## config.mk

```make
export PLATFORM = sky130hd
export DESIGN_NAME = ram_arbiter
export DESIGN_NICKNAME = d
export VERILOG_FILES = /design/src/rtl/ram_arbiter.sv
export SDC_FILE = /design/constraint.sdc
export NUM_CORES = 1
export LEC_CHECK = 0
export CAP_MARGIN = 20
export CORE_MARGIN = 4
export CORE_UTILIZATION = 23
export DETAILED_ROUTE_END_ITERATION = 8
export PLACE_DENSITY_LB_ADDON = 0.25
export SLEW_MARGIN = 5
export SYNTH_ARGS = -nofsm -noshare
export SYNTH_HDL_FRONTEND = slang
export SYNTH_SLANG_ARGS = --single-unit
```

## constraint.sdc

```tcl
create_clock -name clk -period 1.5 [get_ports clk]
set_input_delay 0.3 -clock clk [delete_from_list [all_inputs] [get_ports clk]]
set_output_delay 0.3 -clock clk [all_outputs]
set_load 0.01 [all_outputs]
```

## src/rtl/ram_arbiter.sv

```systemverilog
// Two-requester (CPU / program loader) arbiter for a single-port synchronous RAM.
// Optional build macro RAM_ARB_LOADER_PRIO_EN: fixed loader priority instead of round-robin.
module ram_arbiter #(
  parameter int ADDR_W = 4,
  parameter int DATA_W = 8
) (
  input  logic              clk,
  input  logic              rst,
  input  logic              hold,
  input  logic              c_req,
  input  logic              c_we,
  input  logic [ADDR_W-1:0] c_addr,
  input  logic [DATA_W-1:0] c_wdata,
  output logic              c_gnt,
  output logic              c_ack,
  input  logic              l_req,
  input  logic              l_we,
  input  logic [ADDR_W-1:0] l_addr,
  input  logic [DATA_W-1:0] l_wdata,
  output logic              l_gnt,
  output logic              l_ack,
  output logic [DATA_W-1:0] rdata,
  output logic              ram_ce,
  output logic              ram_we,
  output logic [ADDR_W-1:0] ram_addr,
  output logic [DATA_W-1:0] ram_wdata,
  input  logic [DATA_W-1:0] ram_rdata
);

  typedef enum logic [1:0] {
    IDLE   = 2'd0,
    ACCESS = 2'd1,
    RESP   = 2'd2
  } state_t;

  state_t state_q, state_d;
  logic   win_q, win_d;     // winner of the access in flight: 1 = loader, 0 = CPU
  logic   we_q, we_d;       // write-select of the access in flight, used to zero rdata
  logic   arb_go;
  logic   pick_l;
  logic   grant_sel;

  assign arb_go = !hold && (c_req || l_req);

`ifdef RAM_ARB_LOADER_PRIO_EN
  assign pick_l = l_req;
`else
  logic last_q;             // last winner: 1 = loader

  // A tie goes to whoever did not win last; a lone request always wins.
  assign pick_l = l_req && (!c_req || !last_q);

  always_ff @(posedge clk) begin
    if (rst)
      last_q <= 1'b1;
    else if (grant_sel)
      last_q <= pick_l;
  end
`endif

  // NOTE: sequential state uses non-blocking assignments so every register
  // samples pre-edge values regardless of statement order.
  always_ff @(posedge clk) begin
    if (rst) begin
      state_q <= IDLE;
      win_q   <= 1'b0;
      we_q    <= 1'b0;
    end else begin
      state_q <= state_d;
      win_q   <= win_d;
      we_q    <= we_d;
    end
  end

  always_comb begin
    // NOTE: every output of this block gets a default first, so no path can
    // leave a signal unassigned and infer a latch.
    state_d   = state_q;
    win_d     = win_q;
    we_d      = we_q;
    grant_sel = 1'b0;
    c_gnt     = 1'b0;
    c_ack     = 1'b0;
    l_gnt     = 1'b0;
    l_ack     = 1'b0;
    rdata     = '0;
    ram_ce    = 1'b0;
    ram_we    = 1'b0;
    ram_addr  = '0;
    ram_wdata = '0;

    case (state_q)
      IDLE: begin
        if (arb_go) begin
          state_d   = ACCESS;
          win_d     = pick_l;
          grant_sel = 1'b1;
        end
      end

      ACCESS: begin
        ram_ce  = 1'b1;
        state_d = RESP;
        if (win_q) begin
          l_gnt     = 1'b1;
          ram_we    = l_we;
          ram_addr  = l_addr;
          ram_wdata = l_wdata;
          we_d      = l_we;
        end else begin
          c_gnt     = 1'b1;
          ram_we    = c_we;
          ram_addr  = c_addr;
          ram_wdata = c_wdata;
          we_d      = c_we;
        end
      end

      RESP: begin
        if (win_q) l_ack = 1'b1;
        else       c_ack = 1'b1;
        rdata = we_q ? '0 : ram_rdata;
        // Re-arbitrating here keeps back-to-back traffic at one access per two cycles.
        if (arb_go) begin
          state_d   = ACCESS;
          win_d     = pick_l;
          grant_sel = 1'b1;
        end else begin
          state_d = IDLE;
        end
      end

      default: state_d = IDLE;
    endcase
  end

endmodule

```

Word level (Yosys, flattened, before mapping)
Cells that the tools add are included.
{ "word_totals": {"reg_bits": 5, "in_bits": 39, "output_inout_bits": 26, "wordCells": 37} }
{ "op_classes": {"n_eq_ne": 3, "n_mux": 20, "n_reduce_logical": 10} }
{ "op_table": {"columns": ["operator", "count"], "rows": [
  ["8-bit 2-to-1 mux", 4],
  ["1-bit 2-to-1 mux", 12],
  ["4-bit 2-to-1 mux", 2],
  ["2-bit one-hot mux with 3 select lines", 1],
  ["1-bit zero test", 3],
  ["2-bit by 1-bit == test with 1-bit output (second input constant)", 1],
  ["2-bit == test (second input constant)", 1],
  ["1-bit logical AND", 2],
  ["2-bit zero test", 1],
  ["1-bit logical OR", 2],
  ["2-bit 2-to-1 mux", 1],
  ["2-bit != test (second input constant)", 1],
  ["2-bit AND reduction", 1],
  ["2-bit OR reduction", 1]
]} }

Logic depth before layout (Yosys ltp)
{ "logic_depth": {"ltp_word": 4, "ltp_mapped": 5, "depth_no_buf": 4} }

Worst setup path before layout
Ideal clock, no wire load.
{ "synth_path": {"path_kind": "register -> output", "startpoint": "reg win_q", "endpoint": "out ram_addr[0]", "t_arrival_ns": 0.953, "required_time_ns": 1.200, "setup_slack_ns": 0.247, "path_stages_with_launch": 5, "n_path_buf": 2, "path_cell_list": "dfxtp_1 -> buf_2 -> buf_4 -> mux2i_1 -> nor2_1"} }
{ "synth_via": {"elab_chain_cells": 2} }
{ "synth_lines": {"columns": ["item", "line", "text"], "rows": [
  ["start, declared", "37", "logic win_q, win_d;"],
  ["start signal, assigned", "70", "win_q <= win_d;"],
  ["4-bit 2-to-1 mux", "104", "if (win_q) begin"],
  ["4-bit 2-to-1 mux", "92", "case (state_q)"],
  ["end, declared", "25", "output logic [ADDR_W-1:0] ram_addr,"]
]} }
Every way passes these cells.

Worst setup path after layout
{ "layout_path": {"startpoint": "reg win_q", "endpoint": "out ram_wdata[0]"} }
{ "layout_via": {"elab_chain_cells": 2} }
{ "layout_lines": {"columns": ["item", "line", "text"], "rows": [
  ["8-bit 2-to-1 mux", "104", null],
  ["8-bit 2-to-1 mux", "92", null],
  ["end, declared", "26", "output logic [DATA_W-1:0] ram_wdata,"]
]} }
Every way passes these cells.

==> results.py <==
metrics = {
    "floorplanning": {
        "core_um2": 1800,
        "floorplan.initialDensity_pct": 25.5,
        "die_w_um": 52.7,
        "floorplan.die_area_um2": 2780,
        "floorplan.rows": 15,
        "die-height_um": 52.7,
        "io-pin-count": 65,
    },
    "critical_path": {
        "timing.critical_path.slowest_stage_cell": "dfxtp_4",
        "cpPeakStageDelay_ns": 0.37,
        "cp_data_arrival_time_ns": 1.23,
        "timing.critical_path.from_type": "flip-flop",
        "setup.worst_path.end_class": "output pin",
        "timing.critical_path.fanout_max": 7,
        "critical_path.cell_chain": "buf_12 -> buf_16 -> mux2i_1 -> nor2_1 -> buf_2",
        "cp.required_ns": 1.20,
        "setup.worst_path.class": "flip-flop to output pin",
    },
    "routing": {
        "wire_per_inst_um": 13.7,
        "via_count": 722,
        "antenna_left": 0,
        "route.detailed.drc": 0,
        "pre_repair_dr_iteration_count": 4,
        "postRouteWirelength_mm": 2.23,
        "first_iter_violations": 12,
        "via_per_inst": 4.43,
    },
    "global_route": {
        "grt_max_degree": 18,
        "groute.usage.overall_pct": 17.1,
        "grt_first_pass_wirelength_mm": 3.35,
        "grt_antenna_before_repair": 0,
        "number_of_global_route_vias_before_repair": 737,
        "globalRoute.totalOverflow": 0,
    },
    "clock_network": {
        "numCtsBuffers": 3,
        "cts_tree": "done",
        "cts_num_sinks": 5,
        "clkTransAtPathRegs_ns": 0.05,
        "cts-root-to-sink-buffers": 2,
        "insertion_delay_ns": 0.26,
        "cts_htree_levels": 1,
        "clock-root-buffer": "clkbuf_4",
        "postCtsHoldBufs": 0,
    },
    "pwr": {
        "pwr_dens_nw_per_um2": 482,
        "cellLeakagePower_nw": 0.556,
        "max_vdd_drop_mv": 0.237,
        "report.power.total_mw": 0.589,
    },
    "layout": {
        "antenna_fix_cells": 0,
        "synthesis_to_finish_area_growth_pct": 166,
        "design.final.nets": 178,
        "finalCoreUtilization_pct": 67.8,
        "share_of_final_layout_standard_cells_stronger_than_drive_strength_1_pct": 39.1,
        "mostFrequentLayoutCells": "clkdlybuf4s50_1 (38), buf_2 (23), nor2_1 (19)",
        "most_common_cell_after_layout_fill_and_taps_aside": "clkdlybuf4s50_1",
        "post-route-cell-area_um2": 1220,
    },
    "place": {
        "number_of_i_o_port_buffers": 64,
        "place_congestion": 0.683,
        "placed_area_um2": 1190,
        "pre_cts_slack_ns": -0.286,
    },
    "run_status": {
        "violations": "setup timing",
        "status": "finished, violations left",
    },
    "synth": {
        "postSynthCellCount": 64,
        "synth-seq-area-share_pct": 21.8,
        "ys_ff_latch": 5,
        "synth_top_cells_by_area": "mux2i_1 (28%), dfxtp_1 (22%), nor2_1 (19%), and2_1 (11%), buf_2 (3.3%)",
        "netlist.area_leader.share_pct": 28.3,
        "synth.avg_cell_area_um2": 7.17,
        "synth_cell_types": 15,
        "synth.net_count": 103,
        "yosys_warnings": 0,
        "netlist.top_cell.by_area": "mux2i_1",
        "syn_area_um2": 459,
    },
    "sta": {
        "slew-limit-headroom_pct": 86.8,
        "min_period_over_period_pct": 102,
        "period_needed_ns": 1.53,
        "number_of_hold_violations_in_the_final_report": 0,
        "achievable-frequency_mhz": 655,
        "worst_clock_skew_ns": 0.00748,
        "worst-slew-pin-transition_ns": 0.192,
        "setup_violations": 11,
        "finalWorstSetupSlack_ns": -0.0273,
        "finalMaxSlewViolations": 0,
        "grt_setup_unrepaired": "yes",
    },
    "hold_path": {
        "min_path_type": "flip-flop to flip-flop",
    },
    "job": {
        "cap_violations": 0,
    },
}
-- synth_stat cells --
library cell,number
nor2_1,23
mux2i_1,13
and2_1,8
dfxtp_1,5
buf_2,3
inv_1,2
nand2b_1,2
a211oi_1,1
a221o_1,1
a32oi_1,1
buf_4,1
nand2_1,1
nor2b_1,1
o21ai_0,1
or3b_1,1
-- per-layer routing --
metal	track usage [%]	wire length [um]	up-vias
met4	7.66	38	0
met3	6.27	189	5
met1	15.7	707	327
met5	0	0	-
met2	32.6	1290	30
li1	-	-	360
-- worst max-delay path: cells and delay by family (launching register included) --
family / cells / cell delay, ns
buffers and inverters: 3 / 0.35
multiplexers: 1 / 0.19
AND/OR/NAND/NOR: 1 / 0.06
flip-flops: 1 / 0.37
-- kinds of logic (layout without fill, tap and decap cells) --
family	after synthesis	count (layout)	synth area share (%)
compound gates	4	4	6.81
buf+inv	6	80	6.54
flops	5	5	21.8
mux	13	13	28.3
simple gates	36	36	36.5
-- worst paths after layout --
check,from,endpoint,slack (ns),cells after the start
worst max register to register,state_q[0]$_SDFFE_PP0P_,last_q$_SDFFE_PP1P_,0.16,3
worst min register to register,last_q$_SDFFE_PP1P_,last_q$_SDFFE_PP1P_,0.53,1
worst max-delay path,win_q$_SDFFE_PP0P_,ram_wdata[0],-0.03,5
worst min-delay path,last_q$_SDFFE_PP1P_,last_q$_SDFFE_PP1P_,0.53,1
-- flip-flops by register name, summed over array words and instances (netlist names) --
signal and count:
last_q 1, win_q 1, we_q 1, state_q 2
-- through the flow --
stage	cells	TNS (ns)	hold slack [ns]
floorplan	64	0	0.372
global placement	157	-4.79	0.494
detailed placement	157	-5.29	0.506
CTS	162	-0.107	0.534
global route	163	-1.25	0.544
finish	163	-0.132	0.534
-- final cells by class --
class / instances / area, um^2
flip-flops and latches: 5 / 109
multi-input cells: 53 / 387
well taps: 25 / 31.3
clock buffers: 4 / 26.3
fillers: 164 / 579
repair buffers: 74 / 662
inverters: 2 / 7.51
-- report_power, final --
part | internal [mW] | total [mW] | switching (mW)
clock network | 0.101 | 0.170 | 0.0681
logic | 0.179 | 0.271 | 0.0922
registers | 0.140 | 0.148 | 0.00823
total | 0.421 | 0.589 | 0.169
-- timing repair --
action / in CTS / in global routing
setup endpoints to repair: 26 / 18
pin swaps: 0 / 7
gates resized for setup: 113 / 14
gates cloned: 1 / 0
buffers inserted: 1 / 1
No activity file was read; power rests on OpenSTA's default activity.
